[config.mk]
export PLATFORM = sky130hd
export DESIGN_NAME = yuv_plane_reader_flat
export DESIGN_NICKNAME = d
export VERILOG_FILES = /design/src/rtl/yuv_pkg.sv /design/src/rtl/yuv_plane_reader_if.sv /design/src/rtl/yuv_skid_fifo.sv /design/src/rtl/yuv_plane_reader.sv /design/src/flat_wrapper.sv
export SDC_FILE = /design/constraint.sdc
export NUM_CORES = 1
export LEC_CHECK = 0
export ABC_AREA = 1
export CAP_MARGIN = 10
export CELL_PAD_IN_SITES_DETAIL_PLACEMENT = 1
export CELL_PAD_IN_SITES_GLOBAL_PLACEMENT = 1
export CORE_ASPECT_RATIO = 0.8
export CORE_MARGIN = 2
export CORE_UTILIZATION = 45
export DETAILED_ROUTE_END_ITERATION = 8
export PLACE_DENSITY_LB_ADDON = 0.1
export SETUP_SLACK_MARGIN = 0.05
export SLEW_MARGIN = 10
export SYNTH_ARGS = -nofsm -noshare
export SYNTH_HDL_FRONTEND = slang
export SYNTH_SLANG_ARGS = --single-unit
[constraint.sdc]
create_clock -name clk -period 11 [get_ports clk]
set_input_delay 3.3 -clock clk [delete_from_list [all_inputs] [get_ports clk]]
set_output_delay 3.3 -clock clk [all_outputs]
set_load 0.01 [all_outputs]
[src/rtl/yuv_pkg.sv]
// Shared encodings and constants for the YUV planar frame reader.
// The optional monochrome path is selected with YUV_MONO_EN.
package yuv_pkg;

    typedef enum logic [1:0] {
        YUV_444 = 2'd0,
        YUV_422 = 2'd1,
        YUV_420 = 2'd2
    } yuv_mode_e;

    typedef enum logic [1:0] {
        IDLE  = 2'd0,
        RUN   = 2'd1,
        DRAIN = 2'd2
    } yuv_state_e;

    // Mid-grey sample value: 1 << (width - 1).
    function automatic int unsigned mid_grey(input int unsigned width);
        return 32'd1 << (width - 1);
    endfunction

    // Encoding 2'b11 is not a layout of its own; it falls back to 4:4:4.
    function automatic yuv_mode_e norm_mode(input logic [1:0] m);
        case (m)
            2'd1:    return YUV_422;
            2'd2:    return YUV_420;
            default: return YUV_444;
        endcase
    endfunction

endpackage

[src/rtl/yuv_plane_reader_if.sv]
// Signal bundle of the YUV plane reader: frame configuration, memory read port, pixel stream.
// The mono control input exists only when YUV_MONO_EN is defined.
interface yuv_plane_reader_if #(
    parameter int DATA_W = 8,
    parameter int ADDR_W = 22,
    parameter int DIM_W  = 12
);
    logic              start;
    logic [DIM_W-1:0]  frame_w;
    logic [DIM_W-1:0]  frame_h;
    logic [1:0]        mode;
    logic [ADDR_W-1:0] y_base;
    logic [ADDR_W-1:0] u_base;
    logic [ADDR_W-1:0] v_base;
`ifdef YUV_MONO_EN
    logic              mono;
`endif
    logic              busy;
    logic              done;
    logic              mem_rd;
    logic [ADDR_W-1:0] mem_y_addr;
    logic [ADDR_W-1:0] mem_u_addr;
    logic [ADDR_W-1:0] mem_v_addr;
    logic [DATA_W-1:0] mem_y_data;
    logic [DATA_W-1:0] mem_u_data;
    logic [DATA_W-1:0] mem_v_data;
    // Pixel stream: a beat transfers on any cycle where out_valid and out_ready are both high;
    // while out_valid is high and out_ready low, out_valid and all out_* stay stable.
    logic              out_valid;
    logic              out_ready;
    logic [DATA_W-1:0] out_y;
    logic [DATA_W-1:0] out_u;
    logic [DATA_W-1:0] out_v;
    logic              out_sof;
    logic              out_eol;

    modport master (
        input  start, frame_w, frame_h, mode, y_base, u_base, v_base,
`ifdef YUV_MONO_EN
        input  mono,
`endif
        input  mem_y_data, mem_u_data, mem_v_data, out_ready,
        output busy, done, mem_rd, mem_y_addr, mem_u_addr, mem_v_addr,
        output out_valid, out_y, out_u, out_v, out_sof, out_eol
    );

    modport slave (
        output start, frame_w, frame_h, mode, y_base, u_base, v_base,
`ifdef YUV_MONO_EN
        output mono,
`endif
        output mem_y_data, mem_u_data, mem_v_data, out_ready,
        input  busy, done, mem_rd, mem_y_addr, mem_u_addr, mem_v_addr,
        input  out_valid, out_y, out_u, out_v, out_sof, out_eol
    );
endinterface

[src/rtl/yuv_skid_fifo.sv]
// Two-entry FIFO holding returned pixels; push and pop in the same cycle is legal even when full.
module yuv_skid_fifo #(
    parameter int W = 26
) (
    input  logic         clk,
    input  logic         rst_n,
    input  logic         push_i,
    input  logic [W-1:0] data_i,
    input  logic         pop_i,
    output logic [W-1:0] data_o,
    output logic         full_o,
    output logic         empty_o,
    output logic [1:0]   count_o
);
    logic [W-1:0] mem_q [2];
    logic         wr_ptr_q;
    logic         rd_ptr_q;
    logic [1:0]   count_q;

    always_ff @(posedge clk or negedge rst_n) begin
        if (!rst_n) begin
            mem_q[0] <= '0;
            mem_q[1] <= '0;
            wr_ptr_q <= 1'b0;
            rd_ptr_q <= 1'b0;
            count_q  <= 2'd0;
        end else begin
            if (push_i) begin
                mem_q[wr_ptr_q] <= data_i;
                wr_ptr_q        <= ~wr_ptr_q;
            end
            if (pop_i) rd_ptr_q <= ~rd_ptr_q;
            case ({push_i, pop_i})
                2'b10:   count_q <= count_q + 2'd1;
                2'b01:   count_q <= count_q - 2'd1;
                default: count_q <= count_q;
            endcase
        end
    end

    assign data_o  = mem_q[rd_ptr_q];
    assign full_o  = (count_q == 2'd2);
    assign empty_o = (count_q == 2'd0);
    assign count_o = count_q;
endmodule

[src/rtl/yuv_plane_reader.sv]
// Walks a planar Y/U/V frame (4:4:4, 4:2:2, 4:2:0) and streams upsampled pixels with sof/eol tags.
// Defining YUV_MONO_EN adds a mono input that suppresses chroma reads and outputs mid-grey chroma.
module yuv_plane_reader
    import yuv_pkg::*;
#(
    parameter int DATA_W = 8,
    parameter int ADDR_W = 22,
    parameter int DIM_W  = 12
) (
    input  logic                clk,
    input  logic                rst_n,
    yuv_plane_reader_if.master  bus,
    output yuv_state_e          dbg_state_o
);
    localparam int FW = 3 * DATA_W + 2;

    yuv_state_e        state_q, state_d;
    yuv_mode_e         mode_q;
    logic [DIM_W-1:0]  w_q, h_q, cw_q, col_q, col_d, row_q, row_d;
    logic [ADDR_W-1:0] yptr_q, yptr_d, crow_q, crow_d, u_base_q, v_base_q;
    logic [ADDR_W-1:0] y_addr_q, u_addr_q, v_addr_q, ccol, u_cur, v_cur;
    logic              inflight_q, sof_tag_q, eol_tag_q, done_q, done_d;
    logic              rd, pop, drained, last_col, last_pix, cfg_zero, accept;
    logic [DIM_W:0]    w_inc;
    logic [DIM_W-1:0]  cw_in;
    logic [2:0]        occ;
    logic [1:0]        count;
    logic              full, empty;
    logic [DATA_W-1:0] push_u, push_v;
    logic [FW-1:0]     push_data, head;

    assign cfg_zero = (bus.frame_w == '0) || (bus.frame_h == '0);
    assign accept   = (state_q == IDLE) && bus.start && !cfg_zero;
    assign w_inc    = {1'b0, bus.frame_w} + {{DIM_W{1'b0}}, 1'b1};
    assign cw_in    = (norm_mode(bus.mode) == YUV_444) ? bus.frame_w : w_inc[DIM_W:1];
    assign last_col = (col_q == w_q - DIM_W'(1));
    assign last_pix = last_col && (row_q == h_q - DIM_W'(1));

    // Pop is counted so that the read slot freed this cycle can be refilled immediately.
    assign pop     = !empty && bus.out_ready;
    assign occ     = 3'(count) + 3'(inflight_q) - 3'(pop);
    assign drained = !inflight_q && (count == {1'b0, pop});

    always_ff @(posedge clk or negedge rst_n) begin
        if (!rst_n) state_q <= IDLE;
        else        state_q <= state_d;
    end

    always_comb begin
        state_d = state_q;
        case (state_q)
            IDLE:    if (bus.start && !cfg_zero) state_d = RUN;
            RUN:     if (rd && last_pix) state_d = DRAIN;
            DRAIN:   if (drained) state_d = IDLE;
            default: state_d = IDLE;
        endcase
    end

    always_comb begin
        rd     = 1'b0;
        done_d = 1'b0;
        case (state_q)
            IDLE:    done_d = bus.start && cfg_zero;
            RUN:     rd = (occ < 3'd2);
            DRAIN:   done_d = drained;
            default: ;
        endcase
    end

    always_comb begin
        col_d  = col_q;
        row_d  = row_q;
        yptr_d = yptr_q;
        crow_d = crow_q;
        if (accept) begin
            col_d  = '0;
            row_d  = '0;
            yptr_d = bus.y_base;
            crow_d = '0;
        end else if (rd) begin
            yptr_d = yptr_q + ADDR_W'(1);
            if (last_col) begin
                col_d = '0;
                row_d = row_q + DIM_W'(1);
                // 4:2:0 row pairs share one chroma row, so advance only after odd rows.
                if (mode_q != YUV_420 || row_q[0]) crow_d = crow_q + ADDR_W'(cw_q);
            end else begin
                col_d = col_q + DIM_W'(1);
            end
        end
    end

    assign ccol = (mode_q == YUV_444) ? ADDR_W'(col_q) : ADDR_W'(col_q >> 1);

`ifdef YUV_MONO_EN
    localparam int unsigned     GREY_INT = mid_grey(DATA_W);
    localparam logic [DATA_W-1:0] GREY   = GREY_INT[DATA_W-1:0];
    logic mono_q;

    always_ff @(posedge clk or negedge rst_n) begin
        if (!rst_n)      mono_q <= 1'b0;
        else if (accept) mono_q <= bus.mono;
    end

    assign u_cur  = mono_q ? u_base_q : u_base_q + crow_q + ccol;
    assign v_cur  = mono_q ? v_base_q : v_base_q + crow_q + ccol;
    assign push_u = mono_q ? GREY : bus.mem_u_data;
    assign push_v = mono_q ? GREY : bus.mem_v_data;
`else
    assign u_cur  = u_base_q + crow_q + ccol;
    assign v_cur  = v_base_q + crow_q + ccol;
    assign push_u = bus.mem_u_data;
    assign push_v = bus.mem_v_data;
`endif

    always_ff @(posedge clk or negedge rst_n) begin
        if (!rst_n) begin
            mode_q     <= YUV_444;
            w_q        <= '0;
            h_q        <= '0;
            cw_q       <= '0;
            u_base_q   <= '0;
            v_base_q   <= '0;
            col_q      <= '0;
            row_q      <= '0;
            yptr_q     <= '0;
            crow_q     <= '0;
            y_addr_q   <= '0;
            u_addr_q   <= '0;
            v_addr_q   <= '0;
            inflight_q <= 1'b0;
            sof_tag_q  <= 1'b0;
            eol_tag_q  <= 1'b0;
            done_q     <= 1'b0;
        end else begin
            if (accept) begin
                mode_q   <= norm_mode(bus.mode);
                w_q      <= bus.frame_w;
                h_q      <= bus.frame_h;
                cw_q     <= cw_in;
                u_base_q <= bus.u_base;
                v_base_q <= bus.v_base;
            end
            col_q      <= col_d;
            row_q      <= row_d;
            yptr_q     <= yptr_d;
            crow_q     <= crow_d;
            inflight_q <= rd;
            sof_tag_q  <= rd && (col_q == '0) && (row_q == '0);
            eol_tag_q  <= rd && last_col;
            done_q     <= done_d;
            if (rd) begin
                y_addr_q <= yptr_q;
                u_addr_q <= u_cur;
                v_addr_q <= v_cur;
            end
        end
    end

    assign push_data = {sof_tag_q, eol_tag_q, bus.mem_y_data, push_u, push_v};

    yuv_skid_fifo #(.W(FW)) u_fifo (
        .clk     (clk),
        .rst_n   (rst_n),
        .push_i  (inflight_q),
        .data_i  (push_data),
        .pop_i   (pop),
        .data_o  (head),
        .full_o  (full),
        .empty_o (empty),
        .count_o (count)
    );

    // The read gate must never let a returning pixel hit a full FIFO that is not draining.
    assert property (@(posedge clk) disable iff (!rst_n) !(inflight_q && full && !pop));

    assign bus.busy       = (state_q != IDLE);
    assign bus.done       = done_q;
    assign bus.mem_rd     = rd;
    assign bus.mem_y_addr = rd ? yptr_q : y_addr_q;
    assign bus.mem_u_addr = rd ? u_cur : u_addr_q;
    assign bus.mem_v_addr = rd ? v_cur : v_addr_q;
    assign bus.out_valid  = !empty;
    assign {bus.out_sof, bus.out_eol, bus.out_y, bus.out_u, bus.out_v} = head;
    assign dbg_state_o    = state_q;
endmodule

[src/flat_wrapper.sv]
// flat-port wrapper written by rule: the top's interface ports become plain ports
module yuv_plane_reader_flat import yuv_pkg::*;
#(
    parameter int DATA_W = 8,
    parameter int ADDR_W = 22,
    parameter int DIM_W  = 12
)
  (clk, rst_n, dbg_state_o, bus_start, bus_frame_w, bus_frame_h, bus_mode, bus_y_base, bus_u_base, bus_v_base, bus_mem_y_data, bus_mem_u_data, bus_mem_v_data, bus_out_ready, bus_busy, bus_done, bus_mem_rd, bus_mem_y_addr, bus_mem_u_addr, bus_mem_v_addr, bus_out_valid, bus_out_y, bus_out_u, bus_out_v, bus_out_sof, bus_out_eol);
  yuv_plane_reader_if #(.DATA_W(DATA_W), .ADDR_W(ADDR_W), .DIM_W(DIM_W)) bus_i ();
  input  logic clk;
  input  logic rst_n;
  output yuv_state_e dbg_state_o;
  input wire logic [$bits(bus_i.start)-1:0] bus_start;
  input wire logic [$bits(bus_i.frame_w)-1:0] bus_frame_w;
  input wire logic [$bits(bus_i.frame_h)-1:0] bus_frame_h;
  input wire logic [$bits(bus_i.mode)-1:0] bus_mode;
  input wire logic [$bits(bus_i.y_base)-1:0] bus_y_base;
  input wire logic [$bits(bus_i.u_base)-1:0] bus_u_base;
  input wire logic [$bits(bus_i.v_base)-1:0] bus_v_base;
  input wire logic [$bits(bus_i.mem_y_data)-1:0] bus_mem_y_data;
  input wire logic [$bits(bus_i.mem_u_data)-1:0] bus_mem_u_data;
  input wire logic [$bits(bus_i.mem_v_data)-1:0] bus_mem_v_data;
  input wire logic [$bits(bus_i.out_ready)-1:0] bus_out_ready;
  output wire logic [$bits(bus_i.busy)-1:0] bus_busy;
  output wire logic [$bits(bus_i.done)-1:0] bus_done;
  output wire logic [$bits(bus_i.mem_rd)-1:0] bus_mem_rd;
  output wire logic [$bits(bus_i.mem_y_addr)-1:0] bus_mem_y_addr;
  output wire logic [$bits(bus_i.mem_u_addr)-1:0] bus_mem_u_addr;
  output wire logic [$bits(bus_i.mem_v_addr)-1:0] bus_mem_v_addr;
  output wire logic [$bits(bus_i.out_valid)-1:0] bus_out_valid;
  output wire logic [$bits(bus_i.out_y)-1:0] bus_out_y;
  output wire logic [$bits(bus_i.out_u)-1:0] bus_out_u;
  output wire logic [$bits(bus_i.out_v)-1:0] bus_out_v;
  output wire logic [$bits(bus_i.out_sof)-1:0] bus_out_sof;
  output wire logic [$bits(bus_i.out_eol)-1:0] bus_out_eol;
  assign bus_i.start = bus_start;
  assign bus_i.frame_w = bus_frame_w;
  assign bus_i.frame_h = bus_frame_h;
  assign bus_i.mode = bus_mode;
  assign bus_i.y_base = bus_y_base;
  assign bus_i.u_base = bus_u_base;
  assign bus_i.v_base = bus_v_base;
  assign bus_i.mem_y_data = bus_mem_y_data;
  assign bus_i.mem_u_data = bus_mem_u_data;
  assign bus_i.mem_v_data = bus_mem_v_data;
  assign bus_i.out_ready = bus_out_ready;
  assign bus_busy = bus_i.busy;
  assign bus_done = bus_i.done;
  assign bus_mem_rd = bus_i.mem_rd;
  assign bus_mem_y_addr = bus_i.mem_y_addr;
  assign bus_mem_u_addr = bus_i.mem_u_addr;
  assign bus_mem_v_addr = bus_i.mem_v_addr;
  assign bus_out_valid = bus_i.out_valid;
  assign bus_out_y = bus_i.out_y;
  assign bus_out_u = bus_i.out_u;
  assign bus_out_v = bus_i.out_v;
  assign bus_out_sof = bus_i.out_sof;
  assign bus_out_eol = bus_i.out_eol;
  yuv_plane_reader #(.DATA_W(DATA_W), .ADDR_W(ADDR_W), .DIM_W(DIM_W)) u_core (.clk(clk), .rst_n(rst_n), .bus(bus_i), .dbg_state_o(dbg_state_o));
endmodule
==> results.cfg, run 1 <==
[run_status]
outcome = complete, no violations

[timing]
post-route-period-util_pct = 91.96
setup_viol = 0
worst_pin_slew_ns = 1.085
fin_setup_tns_ns = 0
slew_headroom_pct = 27.48
finalCriticalPeriod_ns = 10.12
rsz0062_at_grt = no
fmax_mhz = 98.85
setup_ws_ns = 0.8839
skew_ns = 0.02738
slew_viol_final = 0
hold_slack_ns = 0.4744
hold_viol_final = 0

[critical_path]
rr_endpoint = u_core.v_addr_q[9]$_DFF_PN0_
crit_fanout = 47
required_ns = 7.70
cp-end-kind = output pin
arrival_ns = 6.82
critical_path_class = input port to output pin
path_cells = clkdlybuf4s50_1, nand2_1, inv_1, ha_1, or2_2, fa_1, inv_1, nor2_1, nand2_4, inv_2, buf_12, nor2_1, a31oi_1, clkdlybuf4s50_1
cp_top_family = buffers and inverters
reg2reg_depth = 13
slowest_stage = clkdlybuf4s50_1
critPathLaunchType = input port
max_stage_delay_ns = 0.59
cp_num_buf_inv = 6
r2r-start = u_core.mode_q[0]$_DFFE_PN0P_
r2r_slack_ns = 6.95

[pwr]
seqPwrFrac_pct = 22.4
p_int_mw = 4.006
max-vdd-ir-drop_uv = 241.2
p_leak_nw = 10.76
power.switching_mw = 3.885
swShare_pct = 49.23
power_frac_comb_pct = 63.8
pwr-share-clk_pct = 13.9
power_mw = 7.891
power_density_nw_per_um2 = 367.8

[route]
drt_iter0_drc = 1121
dr_wl_met3_mm = 3.802
dr_wl_met2_mm = 25.84
wl_met1_mm = 28.71
drt-total-wl_mm = 59.28
drc = 0
firstDrtPassIters = 5
wl_per_cell_um = 18.71
ant_nets = 0
vias = 16920
via_per_inst = 5.341
top_layer_used = met5

[finish]
area_growth_syn_to_layout_pct = 20.98
fin_area_sq_um = 21450
num-fill-cells = 4858
nNetsFinal = 2833
final_util_pct = 54.84
fin_cells = 3168
layout-drive-gt1-share_pct = 3.884

[logic_synthesis]
yosysTopAreaCell = dfrtp_1
synth_ff_type = dfrtp_1
synth_seq_cells = 278
syn_area_per_cell_sq_um = 7.319
synth_area_leaders = dfrtp_1 39%, nand2_1 17%, inv_1 6.0%
yosys.cell_types.count = 46
synth_edf_count = 0
async_reset_ff_share_pct = 100.0
yosys-top-cells-count = 809 x nand2_1, 284 x inv_1, 278 x dfrtp_1
ys_warn_count = 0
syn-num-nets = 2654
synthesis.area_sq_um = 17730
syn_inst = 2423
synth_top_area_share_pct = 39.23
synth_seq_area_share_pct = 39.23
synth.most_common_cell = nand2_1

[global_route]
grt_pass1_vias = 17220
grt_pass1_wl_mm = 94.51
grt_use_total_pct = 29.02
grt_remaining_overflow = 0
antenna_found_initial = 10
grt_start_max_net_pins = 150

[placement]
pre_cts_slack_ns = 0.8662
placed_area_sq_um = 20370
place_congestion = 0.9251
portBuffers = 217
dp_hpwl_mm = 45.29
dp_cells = 3105

[clock_tree]
postCtsResizedCells = 0
cts_tree = done
clockBufferDepth = 3
cts.reportedPaths.clkPinSlew_ns = 0.06
clock_latency_ns = 0.59
cts_root_buffer = clkbuf_16
cts_sinks = 278
post_cts_buffers = 0
cts_hold_buf = 0
h-tree-depth = 1
numCtsBuffers = 31

[hold_path]
hp-class = register to register
holdPathStages = 2
hold_path_end = u_core.u_addr_q[12]$_DFF_PN0_
hp-start = u_core.u_addr_q[12]$_DFF_PN0_

[floorplanning]
ios = 218
die_x_um = 225.9
die_y_um = 181.6
core_area_sq_um = 39120
start_util_pct = 45.33
die_area_sq_um = 41020
std_cell_rows = 65

[run]
cap_violations = 0
==> layout make-up <==
| class | instances | area (sq um) | area share, % |
|---|---|---|---|
| clock buffers | 38 | 832.0 | 3.878 |
| multi-input cells | 1775 | 9369 | 43.67 |
| clock inverters | 19 | 234.0 | 1.091 |
| diodes | 6 | 15.01 | 0.06999 |
| flip-flops and latches | 278 | 6957 | 32.43 |
| repair buffers | 227 | 2290 | 10.67 |
| inverters | 289 | 1086 | 5.062 |
| well taps | 536 | 670.6 | 3.126 |
==> placed cells by master, fill, tap and decap left out, types with 39 or more instances in the layout <==
| cell type | count |
|---|---|
| ha_1 | 83 |
| clkdlybuf4s50_1 | 216 |
| a21oi_1 | 55 |
| o21ai_0 | 198 |
| dfrtp_1 | 278 |
| xor2_1 | 47 |
| nand3_1 | 129 |
| xnor2_1 | 39 |
| nand4_1 | 58 |
| nand2_1 | 806 |
| inv_1 | 283 |
| nor2_1 | 172 |
==> worst reg2reg max path: stages (launching register included) <==
cell	delay, ns
dfrtp_1	0.42
nor2_1	0.13
buf_4	0.24
o21ai_0	0.21
fa_1	0.55
inv_1	0.05
ha_1	0.27
fa_1	0.47
nand3_1	0.12
nand2_1	0.11
a21boi_0	0.38
o21ai_0	0.25
xnor2_1	0.52
o21ai_0	0.19
==> power groups by stage <==
stage	combinational (mW)	clock (mW)	sequential, mW
global route	5.55	1.16	1.81
finish	5.03	1.10	1.76
floorplan	2.94	0	1.65
detailed placement	4.96	0	1.77
CTS	5.00	1.12	1.76
global placement	4.80	0	1.75
==> metal layers <==
layer  up-vias  track usage [%]
met1      8345            43.22
met4         8            5.457
met2       381            44.06
met3        59            5.518
li1       8128                -
met5         -                0
==> logic make-up (layout without fill, tap and decap cells) <==
kind of cell	Yosys count	count (layout)	share of synthesized area, %
xor+xnor	86	86	4.247
buf+inv	370	573	8.050
other cells	0	6	0
flops	278	278	39.23
compound gates	324	324	9.871
fa+ha+maj	111	111	9.017
simple gates	1254	1254	29.58
==> worst max path at each step <==
stage / start / to / slack, ns / cells after the start
3_5_place_dp: bus_out_ready / bus_mem_v_addr[16] / 0.87 / 14
2_1_floorplan: bus_out_ready / bus_mem_u_addr[17] / 1.94 / 13
3_3_place_gp: bus_out_ready / bus_mem_v_addr[16] / 1.07 / 14
6_report: bus_out_ready / bus_mem_v_addr[16] / 0.88 / 14
5_1_grt: bus_out_ready / bus_mem_v_addr[16] / 0.75 / 14
4_1_cts: bus_out_ready / bus_mem_v_addr[16] / 0.85 / 14
==> state kept, by name, indices dropped and copies added (netlist names), 22 cells and up <==
name / flops
u_core.crow_q: 22
u_core.yptr_q: 22
u_core.y_addr_q: 22
u_core.u_addr_q: 22
u_core.v_base_q: 22
u_core.u_base_q: 22
u_core.u_fifo.mem_q: 52
u_core.v_addr_q: 22
Power figures use the tool's default switching activity.
==> run 2: changes to the inputs <==
PLACE_DENSITY = 0.92   (was not set)
PLACE_DENSITY_LB_ADDON = not set   (was 0.1)
==> run 2 against run 1 <==
  * Total power increased by 1.0%
  * Sequential share of layout area up 0.089 points
  * Critical path depth did not move
  * Routed wire length is 7.4% higher
  * Register-to-register slack worse by 0.38 ns
  * Die area unchanged
  * Combinational power rose by 1%
  * Largest cell class unchanged
  * Highest routed layer unchanged
==> results.cfg, run 2 (synthesized netlist as in run 1, its figures left out) <==
[critical_path]
rr_endpoint = u_core.row_q[11]$_DFFE_PN0P_
r2r-start = u_core.u_fifo.count_o[1]$_DFFE_PN0N_
critPathLaunchType = input port
crit_fanout = 31
critical_path_class = input port to output pin
cp-end-kind = output pin
required_ns = 7.70
arrival_ns = 7.06
r2r_slack_ns = 6.57
reg2reg_depth = 16

[placement]
place_congestion = 0.9401
dp_cells = 3104
dp_hpwl_mm = 47.30
portBuffers = 217

[finish]
nNetsFinal = 2832
area_growth_syn_to_layout_pct = 20.65
layout-drive-gt1-share_pct = 3.656
largest_reg_flops = 52
fin_cells = 3167
regMostFlops = u_core.u_fifo.mem_q
final_common_cell = nand2_1
layout_common_cells = 806 x nand2_1, 283 x inv_1, 278 x dfrtp_1, 216 x clkdlybuf4s50_1, 198 x o21ai_0

[timing]
hold_viol_final = 0
finalCriticalPeriod_ns = 10.36
fmax_mhz = 96.52
setup_viol = 0
rsz0062_at_grt = no
worst_pin_slew_ns = 1.104
post-route-period-util_pct = 94.19
skew_ns = 0.01804
slew_viol_final = 0
slew_headroom_pct = 26.21
fin_setup_tns_ns = 0

[global_route]
grtUsageMet1_pct = 40.89
grt-busiest-layer = met2
grt_pass1_wl_mm = 99.71
grt_start_max_net_pins = 104
grt_pass1_vias = 18530
antenna_found_initial = 9
grtUsageMet2_pct = 50.02
grt_use_total_pct = 30.69
gr-usage-met3_pct = 4.951
grt_remaining_overflow = 0

[pwr]
p_leak_nw = 10.74
power_density_nw_per_um2 = 372.7
max-vdd-ir-drop_uv = 169.7

[clock_tree]
clockBufferDepth = 3
clock_latency_ns = 0.60
cts_hold_buf = 0
post_cts_buffers = 0
cts_sinks = 278
cts.reportedPaths.clkPinSlew_ns = 0.06
cts_root_buffer = clkbuf_16
cts_tree = done
h-tree-depth = 1
postCtsResizedCells = 0
numCtsBuffers = 31

[route]
firstDrtPassIters = 5
drt-total-wl_mm = 63.66
via_per_inst = 5.558
drt_iter0_drc = 1440
vias = 17600
wl_per_cell_um = 20.10
ant_nets = 0
drc = 0

[run]
cap_violations = 0

[hold_path]
hp-class = register to register
hp-start = u_core.v_addr_q[13]$_DFF_PN0_
hold_path_end = u_core.v_addr_q[13]$_DFF_PN0_
holdPathStages = 2

[floorplanning]
core_area_sq_um = 39120
die_x_um = 225.9
die_y_um = 181.6
die_area_sq_um = 41020
ios = 218
start_util_pct = 45.33
std_cell_rows = 65

[run_status]
outcome = complete, no violations
## run 2: area by class of cell
type                       count  area, sq um
fill                        4877        17720
multi-input combinational   1775         9369
tap                          536        670.6
clock buffer                  43        840.8
inverter                     289         1086
sequential                   278         6957
clock inverter                15        188.9
antenna                        5        12.51
timing repair buffer         226         2270
## run 2: metal layers
metal	share of wire (%)	up-vias
met5	0.20	-
met4	3.8	10
met3	6.2	145
met2	46	568
met1	43	8758
li1	-	8121
## run 2: how the worst max path moves through the flow
| stage | startpoint | to | slack, ns | cells past startpoint |
|---|---|---|---|---|
| finish | bus_out_ready | bus_mem_y_addr[16] | 0.64 | 14 |
| floorplan | bus_out_ready | bus_mem_u_addr[17] | 1.94 | 13 |
| global placement | bus_out_ready | bus_mem_y_addr[0] | 0.94 | 14 |
| detailed placement | bus_out_ready | bus_mem_y_addr[16] | 0.72 | 14 |
| global route | bus_out_ready | bus_mem_u_addr[0] | 0.49 | 14 |
| CTS | bus_out_ready | bus_mem_u_addr[0] | 0.64 | 14 |
## run 2: power breakdown
part | switching, mW | internal [mW] | leakage (nW) | total [mW]
logic | 3.17 | 1.92 | 6.76 | 5.09
clock network | 0.459 | 0.629 | 0.506 | 1.09
registers | 0.349 | 1.44 | 3.47 | 1.79
## run 2: metrics by stage
| stage | util, % | setup WS (ns) | power [mW] | hold slack [ns] | instance area (sq um) |
|---|---|---|---|---|---|
| after global routing | 54.68 | 0.4896 | 8.522 | 0.5042 | 21390 |
| after global placement | 52.03 | 0.9400 | 6.447 | 0.4625 | 20350 |
| after detailed placement | 52.03 | 0.7177 | 6.749 | 0.4693 | 20350 |
| final | 54.69 | 0.6392 | 7.974 | 0.4828 | 21390 |
| after floorplan | - | 1.944 | 4.587 | 0.4529 | 17730 |
| after CTS | 54.66 | 0.6442 | 7.928 | 0.4851 | 21380 |
## run 2: critical path, cell delays in order
cell and delay (ns):
clkdlybuf4s50_1 0.46, nand2_1 0.13, inv_1 0.08, ha_1 0.35, or2_2 0.32, fa_1 0.48
inv_1 0.05, nor2_1 0.27, nand2_4 0.11, inv_2 0.46, buf_12 0.27, nand2_1 0.09
nand2_1 0.13, clkdlybuf4s50_1 0.55
